$ cat src/rtl/fetch_decode_queue_pkg.sv
// Processor-wide constants shared by fetch, the fetch/decode buffer and decode.
// Also defines the entry format the buffer stores.
package fetch_decode_queue_pkg;

  localparam int unsigned INSTR_W = 32;
  localparam int unsigned PC_W    = 32;

  localparam logic [INSTR_W-1:0] NOP_INSTR = 32'h0000_0000;

  typedef struct packed {
    logic [INSTR_W-1:0] instr;
    logic [PC_W-1:0]    next_pc;
  } entry_t;

endpackage

$ cat src/rtl/fetch_decode_queue_if.sv
// Fetch-to-decode buffer bus: the fetch/decode side drives the i* signals,
// and the buffer drives the o* signals.
interface fetch_decode_queue_if
  import fetch_decode_queue_pkg::*;
#(
  parameter int unsigned DEPTH = 2
);
  localparam int unsigned PTR_W = $clog2(DEPTH);

  logic [INSTR_W-1:0] iInstruction;
  logic [PC_W-1:0]    iNextPC;
  logic               iFetchValid;
  logic               iFlush;
  logic               iDecodeReady;
  logic [INSTR_W-1:0] oInstruction;
  logic [PC_W-1:0]    oNextPC;
  logic               oValid;
  logic               oFetchHalt;
  logic [PTR_W:0]     oCount;

  modport master (
    output iInstruction, iNextPC, iFetchValid, iFlush, iDecodeReady,
    input  oInstruction, oNextPC, oValid, oFetchHalt, oCount
  );

  modport slave (
    input  iInstruction, iNextPC, iFetchValid, iFlush, iDecodeReady,
    output oInstruction, oNextPC, oValid, oFetchHalt, oCount
  );

endinterface

$ cat src/rtl/fetch_decode_queue.sv
// In-order instruction buffer between fetch and decode: registered pointers and
// count, combinational head read, flush discards everything buffered.
module fetch_decode_queue #(
  parameter int unsigned DEPTH = 2,
  parameter logic [fetch_decode_queue_pkg::INSTR_W-1:0] NOP_INSTR = fetch_decode_queue_pkg::NOP_INSTR
) (
  input logic                 iClk,
  input logic                 iReset,
  fetch_decode_queue_if.slave bus
);
  import fetch_decode_queue_pkg::*;

  localparam int unsigned    PTR_W      = $clog2(DEPTH);
  localparam logic [PTR_W:0] FULL_COUNT = (PTR_W+1)'(DEPTH);

  entry_t           r_mem [DEPTH];
  logic [PTR_W-1:0] r_wr_ptr;
  logic [PTR_W-1:0] r_rd_ptr;
  logic [PTR_W:0]   r_count;

  logic   w_full;
  logic   w_valid;
  logic   w_push;
  logic   w_pop;
  entry_t w_head;

  // Full is registered-state only, so a same-cycle pop never frees a slot for a push.
  assign w_full  = (r_count == FULL_COUNT);
  assign w_valid = (r_count != '0);
  assign w_push  = bus.iFetchValid & ~w_full & ~bus.iFlush;
  assign w_pop   = w_valid & bus.iDecodeReady & ~bus.iFlush;
  assign w_head  = r_mem[r_rd_ptr];

  always_ff @(posedge iClk) begin
    if (iReset || bus.iFlush) begin
      r_wr_ptr <= '0;
      r_rd_ptr <= '0;
      r_count  <= '0;
    end else begin
      if (w_push) begin
        r_mem[r_wr_ptr] <= '{instr: bus.iInstruction, next_pc: bus.iNextPC};
        r_wr_ptr        <= r_wr_ptr + 1'b1;
      end
      if (w_pop) begin
        r_rd_ptr <= r_rd_ptr + 1'b1;
      end
      case ({w_push, w_pop})
        2'b10:   r_count <= r_count + 1'b1;
        2'b01:   r_count <= r_count - 1'b1;
        default: r_count <= r_count;
      endcase
    end
  end

  assign bus.oValid       = w_valid;
  assign bus.oFetchHalt   = w_full;
  assign bus.oCount       = r_count;
  assign bus.oInstruction = w_valid ? w_head.instr   : NOP_INSTR;
  assign bus.oNextPC      = w_valid ? w_head.next_pc : '0;

  a_count_bound: assert property (@(posedge iClk) disable iff (iReset) r_count <= FULL_COUNT);
  a_no_push_full: assert property (@(posedge iClk) disable iff (iReset) w_push |-> !w_full);
  a_no_pop_empty: assert property (@(posedge iClk) disable iff (iReset) w_pop |-> w_valid);

endmodule

$ cat src/flat_wrapper.sv
// flat-port wrapper written by rule: the top's interface ports become plain ports
module fetch_decode_queue_flat import fetch_decode_queue_pkg::*;
#(
  parameter int unsigned DEPTH = 2,
  parameter logic [fetch_decode_queue_pkg::INSTR_W-1:0] NOP_INSTR = fetch_decode_queue_pkg::NOP_INSTR
)
  (iClk, iReset, bus_iInstruction, bus_iNextPC, bus_iFetchValid, bus_iFlush, bus_iDecodeReady, bus_oInstruction, bus_oNextPC, bus_oValid, bus_oFetchHalt, bus_oCount);
  fetch_decode_queue_if #(.DEPTH(DEPTH)) bus_i ();
  input logic iClk;
  input logic iReset;
  input wire logic [$bits(bus_i.iInstruction)-1:0] bus_iInstruction;
  input wire logic [$bits(bus_i.iNextPC)-1:0] bus_iNextPC;
  input wire logic [$bits(bus_i.iFetchValid)-1:0] bus_iFetchValid;
  input wire logic [$bits(bus_i.iFlush)-1:0] bus_iFlush;
  input wire logic [$bits(bus_i.iDecodeReady)-1:0] bus_iDecodeReady;
  output wire logic [$bits(bus_i.oInstruction)-1:0] bus_oInstruction;
  output wire logic [$bits(bus_i.oNextPC)-1:0] bus_oNextPC;
  output wire logic [$bits(bus_i.oValid)-1:0] bus_oValid;
  output wire logic [$bits(bus_i.oFetchHalt)-1:0] bus_oFetchHalt;
  output wire logic [$bits(bus_i.oCount)-1:0] bus_oCount;
  assign bus_i.iInstruction = bus_iInstruction;
  assign bus_i.iNextPC = bus_iNextPC;
  assign bus_i.iFetchValid = bus_iFetchValid;
  assign bus_i.iFlush = bus_iFlush;
  assign bus_i.iDecodeReady = bus_iDecodeReady;
  assign bus_oInstruction = bus_i.oInstruction;
  assign bus_oNextPC = bus_i.oNextPC;
  assign bus_oValid = bus_i.oValid;
  assign bus_oFetchHalt = bus_i.oFetchHalt;
  assign bus_oCount = bus_i.oCount;
  fetch_decode_queue #(.DEPTH(DEPTH), .NOP_INSTR(NOP_INSTR)) u_core (.iClk(iClk), .iReset(iReset), .bus(bus_i));
endmodule
$ cat config.mk
export PLATFORM = sky130hd
export DESIGN_NAME = fetch_decode_queue_flat
export DESIGN_NICKNAME = d
export VERILOG_FILES = /design/src/rtl/fetch_decode_queue_pkg.sv /design/src/rtl/fetch_decode_queue_if.sv /design/src/rtl/fetch_decode_queue.sv /design/src/flat_wrapper.sv
export SDC_FILE = /design/constraint.sdc
export NUM_CORES = 1
export LEC_CHECK = 0
export CAP_MARGIN = 5
export CORE_MARGIN = 1
export CORE_UTILIZATION = 43
export DETAILED_ROUTE_END_ITERATION = 7
export GPL_ROUTABILITY_DRIVEN = 1
export PLACE_DENSITY = 0.81
export REMOVE_ABC_BUFFERS = 1
export SYNTH_ARGS = -nofsm -noshare
export SYNTH_HDL_FRONTEND = slang
export SYNTH_SLANG_ARGS = --single-unit
export TNS_END_PERCENT = 10
$ cat constraint.sdc
create_clock -name iClk -period 8.6 [get_ports iClk]
set_clock_uncertainty 0.2 [all_clocks]
set_input_delay 0.86 -clock iClk [delete_from_list [all_inputs] [get_ports iClk]]
set_output_delay 0.86 -clock iClk [all_outputs]
set_load 0.01 [all_outputs]
==> summary.md <==
| Metric | Value |
|---|---|
| Fin cells | `between 500 and 600` |
| HPWL Detailed | `slightly above 6000 um` |
| IO Pins | `approximately 140` |
| GPL Wtd Cong | `between 0.6 and 0.7` |
| Pre-CTS setup slack | `5510 ps` |
| DR vias | `around 2900` |
| Residual DRC | `0` |
| Total gr overflow | `0` |
| Hold WC Path Type | `reg -> reg` |
| Proportion of layout cells with a drive suffix above 1 | `about 8.3%` |
| Buf+Inv Stages, Crit Path | `1` |
| First-pass GRT wire length | `around 14000 um` |
| Reg clk slew, reported paths | `~50 ps` |
| Chip height | `110 um` |
| Netlist area before placement | `0.00505 mm^2` |
| Maximum clock frequency | `about 0.29 GHz` |
| #FFs+latches synth | `133` |
| Worst Reg-to-Reg Cells | `5` |
| Most common cell in the netlist | `edfxtp_1` |
| CTS Buffer Depth | `2` |
| Largest area contributor in the netlist | `edfxtp_1` |
| Rel. slew slack | `24.9%` |
| Leakage Power | `around 2.3 nW` |
| WHS | `~330 ps` |
| Setup violators final | `0` |
| ANT cells | `0` |
| Setup CP Type | `reg -> out` |
| Post-synthesis sequential area ratio | `78.1%` |
| Reg2reg setup slack | `6390 ps` |
| Worst VDD drop | `0.133 mV` |
| Crit Reg-Reg Endpoint | `u_core.bus.oCount[1]$_SDFFE_PP0P_` |
| Area Growth Syn to Fin | `41.3%` |
| Least-Margin Pin Slew | `1130 ps` |
| Main area contributors after synthesis | `edfxtp_1 76%, mux2i_1 13%, nor2_1 5.1%` |
| Vias per inst | `~4.9` |
| Critical-path maximum fanout | `64` |
| Synth warn | `0` |
| Slew Viols, Final | `0` |
| Unique masters post-synth | `18` |
| WL per Instance | `16.0 um` |
| Slowest stage cell, crit path | `dfxtp_4` |
| FP Rows | `39` |
| Placement Cell Area | `0.00657 mm^2` |
| Final worst-path cycle share | `slightly above 40%` |
| P per Cell Area | `approximately 210 mW/mm^2` |
| Fill cells | `861` |
| Worst EP required | `about 7500 ps` |
| CTS Hold Bufs | `0` |
| Vias in the first global route | `3031` |
| CTS resizes | `0` |
| Number of buffers created by CTS | `17` |
| Hold Startpoint | `u_core.r_rd_ptr$_SDFFE_PP0P_` |
| Final ANT Viol Nets | `0` |
| Placed insts | `roughly 570` |
| Endpoint class of the critical path | `primary output` |
| Delay-heaviest family, CP | `flip-flops` |
| Sink Count | `133` |
| RSZ-0062 raised after global routing | `false` |
| Max-cap violations | `0` |
| Initial Utilization | `44.2%` |
| Final Hold Vio Count | `0` |
| Routed WL | `9590 um` |
| Nets | `515` |
| Pin count of the biggest net entering global routing | `66` |
| Gr usage total | `around 17%` |
| Avg Cell Area, Syn | `16.8 um^2` |
| Worst skew pair latency | `400 ps` |
| Post-synth ARST share | `0%` |
| Hold Crit Depth | `2` |
| Cells after Synth | `300` |
| Setup Fix Bufs, Post-CTS | `0` |
| Post-route minimum period | `3480 ps` |
| Status | `complete, no violations` |
| Final Cell Area | `just over 0.007 mm^2` |
| Setup TNS | `0 ps` |
| Antenna violations before repair | `0` |
| H-Tree Depth | `4` |
| Final setup margin | `5120 ps` |
| CP Cell Sequence | `mux2i_1, nor2_1, clkdlybuf4s50_1` |
| Synth top area share | `around three quarters` |
| CP peak stage delay | `1090 ps` |
| Die area | `0.0122 mm^2` |
| Setup crit start kind | `flip-flop` |
| Chip width | `110 um` |
| Starting DRT DRC Count | `153` |
| WP data arrival | `2420 ps` |
| Post-synth EDFFs | `approximately 130` |
| Router iterations before antenna repair | `4` |
| CTS tree | `built` |
| Reg2reg start | `u_core.bus.oCount[0]$_SDFFE_PP0P_` |
| CTS root buffer | `clkbuf_16` |
| Commonest cells post-synth | `128 x edfxtp_1, 69 x nor2_1, 64 x mux2i_1` |
| Total core area | `around 0.011 mm^2` |
| Prevailing post-synth register cell | `edfxtp_1` |
| I/O Buffers | `136` |
==> per-layer routing <==
metal	global-route usage [%]	share of wire (%)	up-vias
li1	-	-	1398
met1	17.9	39	1434
met2	30.1	54	101
met3	6.17	6.4	7
met4	5.17	0.78	0
met5	0	0	-
==> final cells by class <==
type,instances,area [um^2],share of cell area [%]
repair buffers,141,1400,19.6
inverters,3,11.3,0.158
clock buffers,20,437,6.12
flip-flops and latches,133,3950,55.3
clock inverters,10,134,1.88
multi-input cells,149,1030,14.4
well taps,143,179,2.51
==> worst max path at each step <==
stage                              endpoint  slack [ps]  cells after the start
6_report               bus_oInstruction[19]        5120                      3
5_1_grt                     bus_oNextPC[11]        4900                      3
4_1_cts                bus_oInstruction[23]        5070                      3
3_5_place_dp           bus_oInstruction[27]        5510                      3
3_3_place_gp           bus_oInstruction[19]        5530                      3
2_1_floorplan  u_core.r_mem[0][0]$_DFFE_PP_         480                      2
==> tightest hold or removal path, stage by stage, from the launching register on <==
cell and delay, ps:
dfxtp_1 330, xor2_1 80, nor2_1 70
==> stage by stage <==
stage / power [mW] / util (%)
after floorplan: 0.770 / -
after global placement: 0.826 / 57.5
after detailed placement: 0.829 / 57.5
after CTS: 1.52 / 62.5
after global routing: 1.56 / 62.5
final: 1.50 / 62.5
==> power by group <==
part / internal, mW / switching, mW / leakage, nW
Clock: 0.450 / 0.238 / 0.277
Sequential: 0.724 / 0.00550 / 1.20
Combinational: 0.0514 / 0.0348 / 0.799
==> sequential cells by signal, indices dropped and copies added (netlist names), named ones only <==
| register | flops |
|---|---|
| u_core.r_wr_ptr | 1 |
| u_core.bus.oCount | 2 |
| u_core.r_rd_ptr | 1 |
| u_core.r_mem | 128 |
==> cell usage in the layout (no fill, tap or decap), drive strengths merged <==
cell	netlist	layout
or3	3	3
clkdlybuf4s50	0	136
ha	1	1
mux2i	64	64
nor4	2	2
clkinvlp	0	1
edfxtp	128	128
inv	3	3
clkbuf	2	20
a21oi	2	2
buf	13	5
xor2	2	2
nor2	69	69
clkinv	0	6
o21ai	3	3
nor2b	1	1
xnor2	1	1
or2	1	1
bufinv	0	3
dfxtp	5	5
==> cell families after synthesis <==
logic type / count (synthesis) / synth area share, %
AND/OR/NAND/NOR: 76 / 6.05
multiplexers: 64 / 12.7
flip-flops: 133 / 78.1
AO/OA/AOI/OAI: 5 / 0.495
XOR/XNOR: 3 / 0.520
buffers and inverters: 18 / 1.91
adder cells (fa/ha/maj): 1 / 0.248
Power figures use the tool's default switching activity.
